==> src/rtl/zmod_pkg.sv <==
// Shared types and defaults for the Zmod receive deserializer.
// Holds the alignment FSM encoding, the default training word and the word type.
package zmod_pkg;

  localparam int         WORD_W_DEF    = 8;
  localparam logic [7:0] TRAIN_PAT_DEF = 8'hA5;

  typedef logic [WORD_W_DEF-1:0] zmod_word_t;

  typedef enum logic [1:0] {
    HUNT,
    SETTLE,
    VERIFY,
    LOCKED
  } zmod_state_e;

endpackage

==> src/rtl/zmod_bitslip_gearbox.sv <==
// Serial-to-parallel gearbox with a slip input; word_vld/word_dat are combinational
// in the cycle that samples a word's last bit. No backpressure: a word is offered every WORD_W cycles.
module zmod_bitslip_gearbox #(
  parameter int WORD_W = 8
) (
  input  logic              clk,
  input  logic              reset,
  input  logic              sdata_in,
  input  logic              slip,
  output logic              word_vld,
  output logic [WORD_W-1:0] word_dat
);

  localparam int             CNT_W    = $clog2(WORD_W);
  localparam logic [CNT_W-1:0] CNT_LAST = CNT_W'(WORD_W - 1);

  logic [WORD_W-1:0] sr_q, sr_d;
  logic [CNT_W-1:0]  cnt_q, cnt_d;

  // A slip freezes the counter for one cycle, pushing the word boundary one bit later.
  always_comb begin
    sr_d  = {sr_q[WORD_W-2:0], sdata_in};
    cnt_d = cnt_q;
    if (!slip) begin
      cnt_d = (cnt_q == CNT_LAST) ? '0 : cnt_q + 1'b1;
    end
  end

  always_ff @(posedge clk or posedge reset) begin
    if (reset) begin
      sr_q  <= '0;
      cnt_q <= '0;
    end else begin
      sr_q  <= sr_d;
      cnt_q <= cnt_d;
    end
  end

  assign word_vld = (cnt_q == CNT_LAST);
  assign word_dat = sr_d;

endmodule

==> src/rtl/zmod_rx_deser.sv <==
// Bit-clock deserializer that aligns on a training word, then emits parallel words.
// rx_valid one cycle after the last bit's edge; no backpressure (one word per WORD_W cycles).
module zmod_rx_deser
  import zmod_pkg::*;
#(
  parameter int                WORD_W     = $bits(zmod_word_t),
  parameter logic [WORD_W-1:0] TRAIN_PAT  = TRAIN_PAT_DEF,
  parameter int                VERIFY_CNT = 16,
  parameter int                LOSS_CNT   = 4
) (
  input  logic                      clk,
  input  logic                      reset,
  input  logic                      sdata_in,
  input  logic                      train_en,
  output logic [WORD_W-1:0]         rx_data,
  output logic                      rx_valid,
  output logic                      aligned,
  output logic [$clog2(WORD_W)-1:0] slip_count,
  output logic [15:0]               err_count
);

  localparam int SC_W = $clog2(WORD_W);
  localparam int VC_W = $clog2(VERIFY_CNT + 1);
  localparam int MC_W = $clog2(LOSS_CNT + 1);

  logic              word_vld;
  logic [WORD_W-1:0] word_dat;
  logic              match;

  zmod_state_e       state_q, state_d;
  logic [VC_W-1:0]   vcnt_q, vcnt_d;
  logic [MC_W-1:0]   miss_q, miss_d;
  logic              slip_q, slip_d;
  logic [SC_W-1:0]   slip_cnt_q, slip_cnt_d;
  logic [15:0]       err_q, err_d;
  logic [WORD_W-1:0] rx_data_q, rx_data_d;
  logic              rx_valid_q, rx_valid_d;
  logic              aligned_q, aligned_d;

  zmod_bitslip_gearbox #(
    .WORD_W (WORD_W)
  ) u_gearbox (
    .clk      (clk),
    .reset    (reset),
    .sdata_in (sdata_in),
    .slip     (slip_q),
    .word_vld (word_vld),
    .word_dat (word_dat)
  );

  assign match = (word_dat == TRAIN_PAT);

  always_comb begin
    state_d    = state_q;
    vcnt_d     = vcnt_q;
    miss_d     = miss_q;
    slip_d     = 1'b0;
    slip_cnt_d = slip_cnt_q;
    err_d      = err_q;
    rx_data_d  = rx_data_q;
    rx_valid_d = 1'b0;

    if (word_vld) begin
      case (state_q)
        HUNT: begin
          if (train_en) begin
            if (match) begin
              state_d = VERIFY;
              vcnt_d  = VC_W'(1);
            end else begin
              slip_d  = 1'b1;
              state_d = SETTLE;
            end
          end
        end
        // The word straddling a fresh slip is discarded before comparing again.
        SETTLE: begin
          if (train_en) begin
            state_d = HUNT;
          end
        end
        VERIFY: begin
          if (train_en) begin
            if (!match) begin
              slip_d  = 1'b1;
              state_d = SETTLE;
              vcnt_d  = '0;
            end else if (vcnt_q == VC_W'(VERIFY_CNT - 1)) begin
              state_d = LOCKED;
              vcnt_d  = '0;
              miss_d  = '0;
            end else begin
              vcnt_d = vcnt_q + 1'b1;
            end
          end
        end
        LOCKED: begin
          rx_valid_d = 1'b1;
          rx_data_d  = word_dat;
          if (train_en) begin
            if (match) begin
              miss_d = '0;
            end else begin
              miss_d = miss_q + 1'b1;
              if (err_q != 16'hFFFF) begin
                err_d = err_q + 1'b1;
              end
              // Losing lock withholds the offending word entirely.
              if (miss_d == MC_W'(LOSS_CNT)) begin
                state_d    = HUNT;
                miss_d     = '0;
                rx_valid_d = 1'b0;
                rx_data_d  = rx_data_q;
              end
            end
          end
        end
      endcase
    end

    if (slip_d) begin
      slip_cnt_d = (slip_cnt_q == SC_W'(WORD_W - 1)) ? '0 : slip_cnt_q + 1'b1;
    end

    aligned_d = (state_d == LOCKED);
  end

  always_ff @(posedge clk or posedge reset) begin
    if (reset) begin
      state_q    <= HUNT;
      vcnt_q     <= '0;
      miss_q     <= '0;
      slip_q     <= 1'b0;
      slip_cnt_q <= '0;
      err_q      <= '0;
      rx_data_q  <= '0;
      rx_valid_q <= 1'b0;
      aligned_q  <= 1'b0;
    end else begin
      state_q    <= state_d;
      vcnt_q     <= vcnt_d;
      miss_q     <= miss_d;
      slip_q     <= slip_d;
      slip_cnt_q <= slip_cnt_d;
      err_q      <= err_d;
      rx_data_q  <= rx_data_d;
      rx_valid_q <= rx_valid_d;
      aligned_q  <= aligned_d;
    end
  end

  assign rx_data    = rx_data_q;
  assign rx_valid   = rx_valid_q;
  assign aligned    = aligned_q;
  assign slip_count = slip_cnt_q;
  assign err_count  = err_q;

endmodule
==> config.mk <==
export PLATFORM = sky130hd
export DESIGN_NAME = zmod_rx_deser
export DESIGN_NICKNAME = d
export VERILOG_FILES = /design/src/rtl/zmod_pkg.sv /design/src/rtl/zmod_bitslip_gearbox.sv /design/src/rtl/zmod_rx_deser.sv
export SDC_FILE = /design/constraint.sdc
export NUM_CORES = 1
export LEC_CHECK = 0
export CORE_ASPECT_RATIO = 0.9
export CORE_MARGIN = 2
export CORE_UTILIZATION = 54
export DETAILED_ROUTE_END_ITERATION = 7
export DONT_BUFFER_PORTS = 1
export GPL_TIMING_DRIVEN = 1
export HOLD_SLACK_MARGIN = 0.08
export PLACE_DENSITY = 0.72
export SLEW_MARGIN = 20
export SYNTH_ARGS = -nofsm -noshare
export SYNTH_HDL_FRONTEND = slang
export SYNTH_SLANG_ARGS = --single-unit
==> constraint.sdc <==
create_clock -name clk -period 2.1 [get_ports clk]
set_input_delay 0.42 -clock clk [delete_from_list [all_inputs] [get_ports clk]]
set_output_delay 0.42 -clock clk [all_outputs]
set_load 0.05 [all_outputs]
==> results.md <==
- Antenna Violating Nets Remaining: 0
- Grt peak-use layer: met2
- Post-synthesis average cell area: about 12 um^2
- Status: complete, no violations
- WP buf/inv: 0
- Count of cell types in the netlist: 47
- Post-CTS Setup Bufs: 0
- FF+latch area: about 1300 um^2
- Largest net degree at the start of global routing: 28
- CP max-delay cell: dfrtp_1
- Hold crit path type: input port to flip-flop
- Most frequent cells in the layout: 46 x dfrtp_1, 24 x buf_4, 16 x nand2_1, 14 x mux2_2
- Drc violations: 0
- Final hold vios: 0
- Commonest non-fill, non-tap cell in the layout: dfrtp_1
- Total clock sinks: 50
- Synth-to-Final Area Change: 14.4%
- CTS tree: built
- Sequential element share of the synthesized area: between 50% and 60%
- Initial Utilization: 56.3%
- CP startpoint: miss_q[0]
- Num CTS Buffers: 5
- Tmin final: 1.96 ns
- First-pass GRT wire length: 7560 um
- Initial antenna violation count: 0
- Syn. warnings: 0
- Number of synthesized flops with an enable pin: 0
- Global Route met2 Usage: 38.1%
- Setup total negative slack: 0 ns
- Via count: 1585
- Syn Std Cell Area: between 2000 and 2500 um^2
- CP Class: flip-flop to flip-flop
- CP peak stage delay: 0.43 ns
- Max_cap viols: 0
- Instance area at placement: 2540 um^2
- DIE AREA: 4820 um^2
- Vias in the first global route: 1679
- Share of layout cells above drive strength 1: between 20% and 30%
- Top delay family on crit path: flip-flops
- CP required: 2.28 ns
- Post-cts sizing count: 0
- RD Place Congestion: approximately 0.83
- Clock transition at the registers of the reported paths: 0.09 ns
- Max Root-Sink Buffers: 2
- RSZ-0062 raised after global routing: no
- Fmax: 510 MHz
- Drt pass-1 iters: 5
- I/O pin total: 33
- Yosys reg bits: 50
- Cell Chain, Critical Path: ha_1 -> xor2_1 -> nand3_1 -> o2111ai_4 -> mux2_2
- Placed wire-length estimate: 3330 um
- GRT Util Overall: around a fifth
- Cell area power density: 805 nW/um^2
- Root buf cell: clkbuf_8
- Crit path launch type: flip-flop
- Design area: 2640 um^2
- Slew headroom: 62.8%
- Fin Clk Skew: 0.00573 ns
- Die extent in x: 72.9 um
- Crit-path max FO: 10
- Core Area: 4100 um^2
- Die span in y: 66.0 um
- Post-route clock period utilization: 93.4%
- Initial DRC Count: 202
- Final wirelength: about 4400 um
- Drt via density: 5.83
- Final Setup Violations: 0
- Ant diodes: 0
- Worst path arrival time: 2.15 ns
- Met1 usage in global routing: 23.8%
- Asr flop ratio synth: between 90% and 100%
- # rows: 22
- Fin nets: 235
- Hold_buf cts: 1
- Static Leak: around 1.2 nW
- Routed len/inst: 16.0 um
- Fillers: around 320
- Worst vdd ir: 0.424 mV
- Area of the multi-input gates: 1020 um^2
- Worst r2r src: miss_q[0]
- Post-Syn Nets: 207
- Mapped Cells: 195
- Pins over their slew limit: 0
- Hold path start: sdata_in
- Worst setup EP type: flip-flop
- IO buf count: 0
- Final Util: 64.4%
- Grt met3 use: 5.95%
- Grt ovf: 0
- Insertion delay to the later sink of the worst-skew pair: 0.29 ns
- Most used DFF post-synth: dfrtp_1
- Worst Max-Slew Pin Slew: 0.557 ns
- CTS H-Tree Depth: 2
## cell families after synthesis
group	share of synthesized area, %
fa+ha+maj	4.33
xor+xnor	5.63
buf+inv	1.73
simple gates	16.9
flops	54.2
mux	8.23
compound gates	8.99
## cell type report
class,count,area share [%]
Clock inverter,2,0.473
Sequential cell,50,47.5
Clock buffer,6,3.13
Tap cell,48,2.27
Inverter,6,0.852
Timing Repair Buffer,25,7.20
Multi-Input combinational cell,135,38.5
## cells in the mapped netlist (all sizes together), types with 2 or more instances
master / n / area share, %
a21oi: 5 / 1.1
nor4b: 2 / 0.76
nand3: 12 / 2.6
or4: 2 / 0.98
a31oi: 2 / 0.54
and4bb: 2 / 1.2
nor2: 12 / 2.0
and2: 2 / 0.54
buf: 2 / 0.43
nor3: 6 / 1.5
inv: 6 / 0.98
dfrtp: 50 / 54
xnor2: 10 / 4.1
ha: 8 / 4.3
clkbuf: 2 / 0.33
nand4: 5 / 1.4
nor2b: 2 / 0.54
mux2: 16 / 7.8
o21ai: 8 / 1.7
a211oi: 2 / 1.2
nand2: 18 / 3.4
xor2: 4 / 1.5
## worst register-to-register path, delay by kind of cell (launching register included)
kind                     cells  cell delay (ns)
multiplexers                 1             0.39
AND/OR/NAND/NOR              1             0.18
AO/OA/AOI/OAI                1             0.40
XOR/XNOR                     1             0.20
adder cells (fa/ha/maj)      1             0.26
flip-flops                   1             0.43
## path summary, 6_finish.rpt
| check | to | slack [ns] | cells after the start |
|---|---|---|---|
| worst min-delay path | u_gearbox.sr_q[0] | 0.15 | 0 |
| min in group asynchronous | rx_data[3] | 0.63 | 2 |
| worst max register to register | rx_data[2] | 0.14 | 5 |
| worst max-delay path | rx_data[2] | 0.14 | 5 |
| max in group asynchronous | u_gearbox.sr_q[4] | 0.88 | 3 |
| worst min register to register | u_gearbox.sr_q[6] | 0.40 | 0 |
## power by group
group	internal (mW)	leakage [nW]	switching [mW]	total (mW)
Clock	0.265	0.0472	0.303	0.568
Sequential	1.05	0.648	0.136	1.18
Combinational	0.168	0.536	0.207	0.375
Total	1.48	1.23	0.645	2.13
## metal layers
layer  up-vias  part of all wire, %
met5         -                    0
met4         0                 0.92
met3         6                  6.2
met2        58                   53
met1       764                   40
li1        757                    -
## state kept, by name, summed over array words and instances, names as in the netlist
signal           flops
slip_q               1
u_gearbox.cnt_q      3
slip_count           3
vcnt_q               5
rx_data              8
rx_valid             1
u_gearbox.sr_q       7
aligned              1
err_count           16
miss_q               3
state_q              2
## stage by stage
step	total power, mW	hold WS, ns	setup WS [ns]	std cells
3_5_place_dp	1.59	0.379	0.145	263
2_1_floorplan	1.47	0.360	0.0186	195
3_3_place_gp	1.54	0.375	0.217	263
5_1_grt	2.25	0.128	0.00684	272
4_1_cts	2.15	0.140	0.118	272
6_report	2.13	0.147	0.138	272
No activity file was read; power rests on OpenSTA's default activity.
